===== config.mk =====
export PLATFORM = sky130hd
export DESIGN_NAME = jp_scan_ctrl_flat
export DESIGN_NICKNAME = d
export VERILOG_FILES = /design/src/rtl/jp_scan_if.sv /design/src/rtl/jp_scan_ctrl.sv /design/src/flat_wrapper.sv
export SDC_FILE = /design/constraint.sdc
export NUM_CORES = 1
export LEC_CHECK = 0
export CORE_AREA = 2 2 116 107
export CTS_CLUSTER_SIZE = 14
export DETAILED_ROUTE_END_ITERATION = 16
export DIE_AREA = 0 0 118 109
export DONT_BUFFER_PORTS = 1
export HOLD_SLACK_MARGIN = 0.06
export PLACE_DENSITY = 0.59
export SETUP_SLACK_MARGIN = 0.4
export SYNTH_ARGS = -nofsm -noshare
export SYNTH_HDL_FRONTEND = slang
export SYNTH_SLANG_ARGS = --single-unit

===== constraint.sdc =====
create_clock -name clk -period 3.3 [get_ports clk]
set_clock_uncertainty 0.2 [all_clocks]
set_input_delay 0.66 -clock clk [delete_from_list [all_inputs] [get_ports clk]]
set_output_delay 0.66 -clock clk [all_outputs]
set_load 0.05 [all_outputs]

===== src/rtl/jp_scan_if.sv =====
// Joypad scan controller bus: request/mode inputs, controller wires and published button states.
interface jp_scan_if;
  logic       scan_req;
  logic       auto_en;
  logic       jp_data1;
  logic       jp_data2;
  logic       jp_latch;
  logic       jp_clk;
  logic [7:0] jp1_state;
  logic [7:0] jp2_state;
  logic       state_vld;
  logic       busy;

  modport master (
    output scan_req, auto_en, jp_data1, jp_data2,
    input  jp_latch, jp_clk, jp1_state, jp2_state, state_vld, busy
  );

  modport slave (
    input  scan_req, auto_en, jp_data1, jp_data2,
    output jp_latch, jp_clk, jp1_state, jp2_state, state_vld, busy
  );
endinterface


===== src/rtl/jp_scan_ctrl.sv =====
// NES dual-joypad scan sequencer: latch/clock generation, parallel deserialise, state publish.
// Optional JP_SCAN_DEBOUNCE_EN: publish a port only when two consecutive scans agree.
module jp_scan_ctrl #(
  parameter int unsigned HALF_CYC = 600,
  parameter int unsigned IDLE_CYC = 100000
) (
  input logic      clk,
  input logic      rst,
  jp_scan_if.slave bus
);

  typedef enum logic [2:0] {
    S_IDLE, S_LATCH, S_CLK_HI, S_CLK_LO, S_DONE, S_WAIT
  } state_t;

  localparam logic [16:0] LatchLast = 17'(2 * HALF_CYC - 1);
  localparam logic [16:0] HalfLast  = 17'(HALF_CYC - 1);
  localparam logic [23:0] GapInit   = 24'(IDLE_CYC);

  state_t      state_q, state_d;
  logic [16:0] phase_q, phase_d;
  logic [23:0] gap_q, gap_d;
  logic [2:0]  idx_q, idx_d;
  logic [7:0]  raw1_q, raw1_d, raw2_q, raw2_d;
  logic [7:0]  st1_q, st1_d, st2_q, st2_d;
  logic        pend_q, pend_d;
  logic        latch_q, clk_q, vld_q, busy_q;
  logic        phase_last, scan_busy;

  assign phase_last = (phase_q == 17'd0);
  assign scan_busy  = (state_q == S_LATCH) || (state_q == S_CLK_HI) ||
                      (state_q == S_CLK_LO) || (state_q == S_DONE);

  always_comb begin
    state_d = state_q;
    idx_d   = idx_q;
    raw1_d  = raw1_q;
    raw2_d  = raw2_q;
    unique case (state_q)
      S_IDLE: begin
        if (bus.scan_req || bus.auto_en) state_d = S_LATCH;
      end
      S_LATCH: begin
        if (phase_last) begin
          raw1_d[0] = ~bus.jp_data1;
          raw2_d[0] = ~bus.jp_data2;
          idx_d     = 3'd1;
          state_d   = S_CLK_HI;
        end
      end
      S_CLK_HI: begin
        if (phase_last) state_d = S_CLK_LO;
      end
      S_CLK_LO: begin
        if (phase_last) begin
          raw1_d[idx_q] = ~bus.jp_data1;
          raw2_d[idx_q] = ~bus.jp_data2;
          if (idx_q == 3'd7) begin
            state_d = S_DONE;
          end else begin
            idx_d   = idx_q + 3'd1;
            state_d = S_CLK_HI;
          end
        end
      end
      S_DONE: begin
        // A request arriving in this very cycle counts as pending.
        if (pend_q || bus.scan_req) state_d = S_LATCH;
        else if (bus.auto_en)       state_d = S_WAIT;
        else                        state_d = S_IDLE;
      end
      S_WAIT: begin
        if (bus.scan_req)        state_d = S_LATCH;
        else if (!bus.auto_en)   state_d = S_IDLE;
        else if (gap_q == 24'd0) state_d = S_LATCH;
      end
      default: state_d = S_IDLE;
    endcase
  end

  // Counters count down to zero and reload whenever the state changes.
  always_comb begin
    phase_d = phase_last ? 17'd0 : phase_q - 17'd1;
    gap_d   = (gap_q == 24'd0) ? 24'd0 : gap_q - 24'd1;
    if (state_d != state_q) begin
      gap_d = GapInit;
      case (state_d)
        S_LATCH:           phase_d = LatchLast;
        S_CLK_HI, S_CLK_LO: phase_d = HalfLast;
        default:           phase_d = 17'd0;
      endcase
    end
  end

  always_comb begin
    pend_d = pend_q;
    if (state_d == S_LATCH && state_q != S_LATCH) pend_d = 1'b0;
    else if (bus.scan_req && scan_busy)           pend_d = 1'b1;
  end

`ifdef JP_SCAN_DEBOUNCE_EN
  logic [7:0] prev1_q, prev1_d, prev2_q, prev2_d;

  always_comb begin
    st1_d   = st1_q;
    st2_d   = st2_q;
    prev1_d = prev1_q;
    prev2_d = prev2_q;
    if (state_d == S_DONE) begin
      if (raw1_d == prev1_q) st1_d = raw1_d;
      if (raw2_d == prev2_q) st2_d = raw2_d;
      prev1_d = raw1_d;
      prev2_d = raw2_d;
    end
  end

  always_ff @(posedge clk or posedge rst) begin
    if (rst) begin
      prev1_q <= 8'h00;
      prev2_q <= 8'h00;
    end else begin
      prev1_q <= prev1_d;
      prev2_q <= prev2_d;
    end
  end
`else
  // raw_d already holds bit 7 when the DONE transition is taken.
  always_comb begin
    st1_d = st1_q;
    st2_d = st2_q;
    if (state_d == S_DONE) begin
      st1_d = raw1_d;
      st2_d = raw2_d;
    end
  end
`endif

  always_ff @(posedge clk or posedge rst) begin
    if (rst) begin
      state_q <= S_IDLE;
      phase_q <= 17'd0;
      gap_q   <= 24'd0;
      idx_q   <= 3'd0;
      raw1_q  <= 8'h00;
      raw2_q  <= 8'h00;
      st1_q   <= 8'h00;
      st2_q   <= 8'h00;
      pend_q  <= 1'b0;
      latch_q <= 1'b0;
      clk_q   <= 1'b0;
      vld_q   <= 1'b0;
      busy_q  <= 1'b0;
    end else begin
      state_q <= state_d;
      phase_q <= phase_d;
      gap_q   <= gap_d;
      idx_q   <= idx_d;
      raw1_q  <= raw1_d;
      raw2_q  <= raw2_d;
      st1_q   <= st1_d;
      st2_q   <= st2_d;
      pend_q  <= pend_d;
      latch_q <= (state_d == S_LATCH);
      clk_q   <= (state_d == S_CLK_HI);
      vld_q   <= (state_d == S_DONE);
      busy_q  <= (state_d != S_IDLE);
    end
  end

  assign bus.jp_latch  = latch_q;
  assign bus.jp_clk    = clk_q;
  assign bus.jp1_state = st1_q;
  assign bus.jp2_state = st2_q;
  assign bus.state_vld = vld_q;
  assign bus.busy      = busy_q;

endmodule


===== src/flat_wrapper.sv =====
// flat-port wrapper written by rule: the top's interface ports become plain ports
module jp_scan_ctrl_flat 
#(
  parameter int unsigned HALF_CYC = 600,
  parameter int unsigned IDLE_CYC = 100000
)
  (clk, rst, bus_scan_req, bus_auto_en, bus_jp_data1, bus_jp_data2, bus_jp_latch, bus_jp_clk, bus_jp1_state, bus_jp2_state, bus_state_vld, bus_busy);
  jp_scan_if bus_i ();
  input logic clk;
  input logic rst;
  input wire logic [$bits(bus_i.scan_req)-1:0] bus_scan_req;
  input wire logic [$bits(bus_i.auto_en)-1:0] bus_auto_en;
  input wire logic [$bits(bus_i.jp_data1)-1:0] bus_jp_data1;
  input wire logic [$bits(bus_i.jp_data2)-1:0] bus_jp_data2;
  output wire logic [$bits(bus_i.jp_latch)-1:0] bus_jp_latch;
  output wire logic [$bits(bus_i.jp_clk)-1:0] bus_jp_clk;
  output wire logic [$bits(bus_i.jp1_state)-1:0] bus_jp1_state;
  output wire logic [$bits(bus_i.jp2_state)-1:0] bus_jp2_state;
  output wire logic [$bits(bus_i.state_vld)-1:0] bus_state_vld;
  output wire logic [$bits(bus_i.busy)-1:0] bus_busy;
  assign bus_i.scan_req = bus_scan_req;
  assign bus_i.auto_en = bus_auto_en;
  assign bus_i.jp_data1 = bus_jp_data1;
  assign bus_i.jp_data2 = bus_jp_data2;
  assign bus_jp_latch = bus_i.jp_latch;
  assign bus_jp_clk = bus_i.jp_clk;
  assign bus_jp1_state = bus_i.jp1_state;
  assign bus_jp2_state = bus_i.jp2_state;
  assign bus_state_vld = bus_i.state_vld;
  assign bus_busy = bus_i.busy;
  jp_scan_ctrl #(.HALF_CYC(HALF_CYC), .IDLE_CYC(IDLE_CYC)) u_core (.clk(clk), .rst(rst), .bus(bus_i));
endmodule

==> results of run 1 <==
registers in the layout, summed over array words and instances, names as in the netlist:
register              flops
u_core.bus.state_vld      1
u_core.bus.jp2_state      8
u_core.pend_q             1
u_core.phase_q           17
u_core.raw2_q             8
u_core.idx_q              3
u_core.gap_q             24
u_core.bus.jp_latch       1
u_core.raw1_q             8
u_core.bus.jp_clk         1
u_core.bus.jp1_state      8
u_core.bus.busy           1
u_core.state_q            3
cells in the mapped netlist (3+ instances only):
master,count
a21oi_1,7
and4_1,3
buf_2,5
clkbuf_1,8
dfrtp_1,84
ha_1,5
inv_1,18
mux2_2,14
mux2i_1,10
nand2_1,21
nand3_1,8
nand4_1,4
nor2_1,38
nor2b_1,3
nor3_1,9
nor3b_1,3
nor4_1,7
nor4_2,3
o21ai_0,25
o31ai_1,7
or3_1,10
or4_4,3
xnor2_1,20
xor2_1,12
power by group:
| part | internal (mW) | total [mW] | switching [mW] |
|---|---|---|---|
| logic | 0.285 | 0.585 | 0.300 |
| clock network | 0.600 | 1.04 | 0.436 |
| registers | 1.21 | 1.48 | 0.263 |
| total | 2.10 | 3.10 | 0.999 |
layer usage:
layer	up-vias	routed length (µm)
met5	-	0
met2	40	3440
met4	0	91
met3	8	305
met1	1332	3700
li1	1315	-
cell families after synthesis:
| logic type | count (synthesis) |
|---|---|
| simple gates | 131 |
| flops | 84 |
| compound gates | 58 |
| xor+xnor | 32 |
| buf+inv | 32 |
| mux | 26 |
| fa+ha+maj | 5 |
worst max path at each step:
stage | cells after the start | start | endpoint | slack (ns)
6_report | 8 | u_core.idx_q[0] | u_core.pend_q | 0.58
5_1_grt | 8 | u_core.idx_q[0] | u_core.pend_q | 0.42
4_1_cts | 8 | u_core.phase_q[0] | u_core.bus.jp1_state[4] | 0.47
3_5_place_dp | 8 | u_core.phase_q[0] | u_core.bus.jp1_state[4] | 0.39
3_3_place_gp | 8 | u_core.phase_q[0] | u_core.bus.jp1_state[1] | 0.51
2_1_floorplan | 10 | u_core.gap_q[0] | u_core.pend_q | 0.71
area by class of cell:
type	count	area [µm²]
timing repair buffer	9	67.6
inverter	18	71.3
sequential	84	2100
clock buffer	9	225
clock inverter	7	83.8
multi-input combinational	252	1760
fill	1146	7230
tap	160	200
through the flow:
stage / power, mW / hold WS, ns
after floorplan: 1.93 / 0.242
after global placement: 2.05 / 0.263
after detailed placement: 2.08 / 0.270
after CTS: 3.13 / 0.217
after global routing: 3.28 / 0.218
final: 3.10 / 0.229
==> out/metrics.cfg, run 1 <==
[global_routing]
grt_pass1_wl_um=13000
overflow=0
grtUsageMet1_pct=16.9
top_usage_layer=met2
grtUsageMet2_pct=19.6
grt_max_degree=53
antenna_found_initial=0
grt_pass1_vias=2675
gr-usage-all-layers_pct=12.6
grt.met3_usage_pct=3.71

[placed_design]
dpl_cell_area_um2=4190
dp_hpwl_um=5270
gp_congestion=0.833
portBuffers=0
dp.cells=523
dp_worst_setup_slack_ns=0.386

[sta]
finalSetupTns_ns=0
max_freq_mhz=367
relSlewSlack_pct=28.5
rsz0062_at_grt=no
finalCritPeriodShare_pct=82.5
slew_viol_final=0
period_minus_slack_ns=2.72
tightest_slew_ns=1.07
final_hold_viol_count=0
setup_viol=0
timing.final.ws_setup_ns=0.578

[synth]
synth_area_um2=3980
yosysWarnings=0
synth_largest_area_cell=dfrtp_1
synthSimpleGateAreaFrac_pct=19.0
synthTopCellsByArea=dfrtp_1, xnor2_1, mux2_2, nor2_1, o21ai_0
synth_edf_count=0
synth_flop_cell=dfrtp_1
seq_area_frac_synth_pct=52.8
synthXorXnorAreaFrac_pct=7.04
synthMuxAreaShare_pct=7.04
synth-adder-area-share_pct=1.57
postSynthCellCount=368
synth_top_area_share_pct=52.8
avgSynthCellArea_um2=10.8
synth_top_family_by_area=simple AND/OR/NAND/NOR gates
synthArstFlopShare_pct=100
ys_seq_elements=84
syn-num-nets=379
synth-compound-area-share_pct=9.18
synth_cell_types=53

[worst_setup_path]
cp-end-kind=flop
r2r_start=u_core.idx_q[0]
cpLargestDelayFamily=simple AND/OR/NAND/NOR gates
worst-r2r-setup-slack_ns=0.58
reg2reg_to=u_core.pend_q
critPathArrivalTime_ns=2.74
crit_type=flop to flop
cp-start-kind=flop
r2r_cells=8
crit_path_top_delay_cell=or4_4
timing.critical_path.mode_cell=ha_1
crit_buf_inv=1
cp.required_ns=3.32
critPathMaxFanout=12
cpPeakStageDelay_ns=0.54
path_cells=ha_1, ha_1, and2_1, and4_1, nor2_1, inv_1, or4_4, a21boi_1

[clocking]
ctsHtreeMaxLevel=3
post_cts_buffers=0
post_cts_resized=1
cts_sinks=84
cts-root-buf=clkbuf_16
clk_pin_slew_ns=0.07
hold_buffers=0
numCtsBuffers=9
clock_path_buffers=2
cts_tree=built
clk-insertion-delay-late_ns=0.33

[routing]
routedWlPerCell_um=14.0
wl_um=7540
vias=2695
ant_nets=0
dr.pass1.iters=4
drt_iter0_drc=206
drc=0
avgViaCountPerCell=5.00

[final_layout]
syn2layout_area_growth_pct=13.3
n_antenna_cell=0
finalInstanceArea_um2=4510
stdcell_count=539
fin_util_pct=38.4
final_nets=385
mostFrequentLayoutCell=dfrtp_1
drive_above_1_share_pct=14.8
layout_common_cells=dfrtp_1, nor2_1, o21ai_0

[power]
powerDensity_nw_per_um2=686
p_leak_nw=1.99
ir_drop_mv=0.309

[floorplanning]
die_y_um=109
ioPinCount=26
rows=38
initial_utilization_pct=33.9
dieArea_um2=12900
die_w_um=118
core-area_um2=11700

[hold_path]
hold_path_class=primary input to asynchronous set/reset pin

[run_status]
status=finished, final reports clean

[job]
drv_cap=0

No activity file was read; power rests on OpenSTA's default activity.
==> run 2, diff against run 1 <==
Settings changed: PLACE_DENSITY 0.59 to 0.61.
Clock period 3.3 ns to 2.4 ns, I/O delays scaled along.
==> out/metrics.cfg, run 2 (same netlist as run 1, synthesis figures left out) <==
[run_status]
status=complete, but fails checks
violations=setup timing

[worst_setup_path]
cp.required_ns=2.42
r2r_cells=11
reg2reg_to=u_core.pend_q
r2r_start=u_core.phase_q[1]
critPathMaxFanout=6
cp-end-kind=flop
crit_start=u_core.phase_q[1]
cp-endpoint=u_core.pend_q
crit_type=flop to flop
worst-r2r-setup-slack_ns=-0.17
critPathArrivalTime_ns=2.59
cp-start-kind=flop

[routing]
vias=3064
drt_iter0_drc=189
drc=0
ant_nets=0
routedWlPerCell_um=15.6
avgViaCountPerCell=5.00
wl_um=9540
dr.pass1.iters=4

[clocking]
cts_sinks=84
clk-insertion-delay-late_ns=0.34
clk_pin_slew_ns=0.06
cts_tree=built
ctsHtreeMaxLevel=3
clock_path_buffers=2
numCtsBuffers=9
cts-root-buf=clkbuf_16

[floorplanning]
die_y_um=109
ioPinCount=26
die_w_um=118
initial_utilization_pct=33.9
dieArea_um2=12900
rows=38
core-area_um2=11700

[final_layout]
regMostFlops=u_core.gap_q
fin_util_pct=47.9
layout_common_cells=dfrtp_1, buf_4, nand2_1
syn2layout_area_growth_pct=41.3
stdcell_count=613
reg_top3=u_core.gap_q (24), u_core.phase_q (17)
drive_above_1_share_pct=43.7
final_nets=459
largest_reg_flops=24
mostFrequentLayoutCell=dfrtp_1
n_antenna_cell=0

[power]
powerDensity_nw_per_um2=915
ir_drop_mv=0.384
p_leak_nw=2.44

[placed_design]
dp_worst_setup_slack_ns=-0.202
dp.cells=572
portBuffers=0
dp_hpwl_um=5800
gp_congestion=0.808

[global_routing]
grt_max_degree=38
gr-usage-all-layers_pct=15.1
overflow=0
grt_pass1_wl_um=15700
grt_pass1_vias=3119
antenna_found_initial=0

[job]
drv_cap=0

[sta]
timing.final.ws_setup_ns=-0.167
finalSetupTns_ns=-1.62
final_hold_viol_count=0
setup_viol=27
slew_viol_final=0
relSlewSlack_pct=57.8
tightest_slew_ns=0.631
rsz0062_at_grt=yes
fin_hold_ws_ns=0.0501
finalCritPeriodShare_pct=107
max_freq_mhz=390
period_minus_slack_ns=2.57

[hold_path]
hold_path_class=primary input to flop

## run 2: changes by cell type in the layout (fill, tap and decap cells not counted), moves of 4 or more
| cell | previous run | this run |
|---|---|---|
| a21oi_1 | 7 | 3 |
| buf_4 | 9 | 66 |
| buf_6 | 0 | 8 |
| inv_1 | 17 | 13 |
| inv_2 | 0 | 4 |
| mux2_2 | 14 | 9 |
| mux2_4 | 0 | 7 |
| nor2_1 | 38 | 15 |
| nor2_2 | 0 | 9 |
| nor2_4 | 0 | 14 |
| nor4_1 | 7 | 3 |
| o21ai_0 | 25 | 10 |
| o21ai_2 | 0 | 12 |
| o31ai_1 | 7 | 3 |
## run 2: power breakdown
part           switching (mW)  leakage [nW]  internal, mW
registers               0.262          1.03          1.67
clock network           0.561         0.142         0.864
logic                   0.813          1.26         0.976
## run 2: what timing repair did
item | in CTS | in global routing
endpoints found under the setup margin | 84 | 84
resized for setup | 80 | 26
hold buffers | 2 | 1
cloned | 2 | 0
pin swaps | 18 | 17
hold endpoints to repair | 39 | 6
setup buffers | 13 | 7
## run 2: worst min-delay path by stage
stage | from | to | depth (start not counted)
after global placement | rst | u_core.bus.jp2_state[3] | 1
after floorplan | u_core.gap_q[0] | u_core.gap_q[0] | 1
after CTS | bus_jp_data1 | u_core.raw1_q[5] | 1
after global routing | bus_jp_data1 | u_core.raw1_q[2] | 1
final | bus_jp_data1 | u_core.raw1_q[2] | 1
after detailed placement | rst | u_core.bus.jp2_state[3] | 1
## run 2: stage by stage
stage	power, mW	instance area (µm²)
2_1_floorplan	2.74	4140
3_3_place_gp	3.26	4690
3_5_place_dp	3.30	4690
4_1_cts	5.02	5460
5_1_grt	5.42	5630
6_report	5.15	5630
## run 2: layout make-up
cell class                      count  area (µm²)
Fill cell                        1029        6120
Multi-Input combinational cell    252        2200
Sequential cell                    84        2100
Timing Repair Buffer               83         746
Clock buffer                       13         260
Tap cell                          160         200
Inverter                           18        71.3
Clock inverter                      3        45.0
## run 2: worst max-delay path, cell delays in order, from the launching register on
cell and delay, ns:
dfrtp_1 0.37, inv_2 0.06, ha_4 0.15, nor4b_4 0.13
and4_4 0.22, buf_4 0.14, and4_4 0.18, buf_4 0.14
nor2_4 0.13, inv_2 0.05, or4_4 0.52, a21boi_1 0.15
## run 2: routing by layer
metal  vias up  share of wire, %  global-route usage [%]
met5         -                 0                       0
li1       1466                 -                       -
met4         0              0.71                    4.56
met2        44                48                    23.7
met1      1546                47                    20.6
met3         8               3.9                    4.08
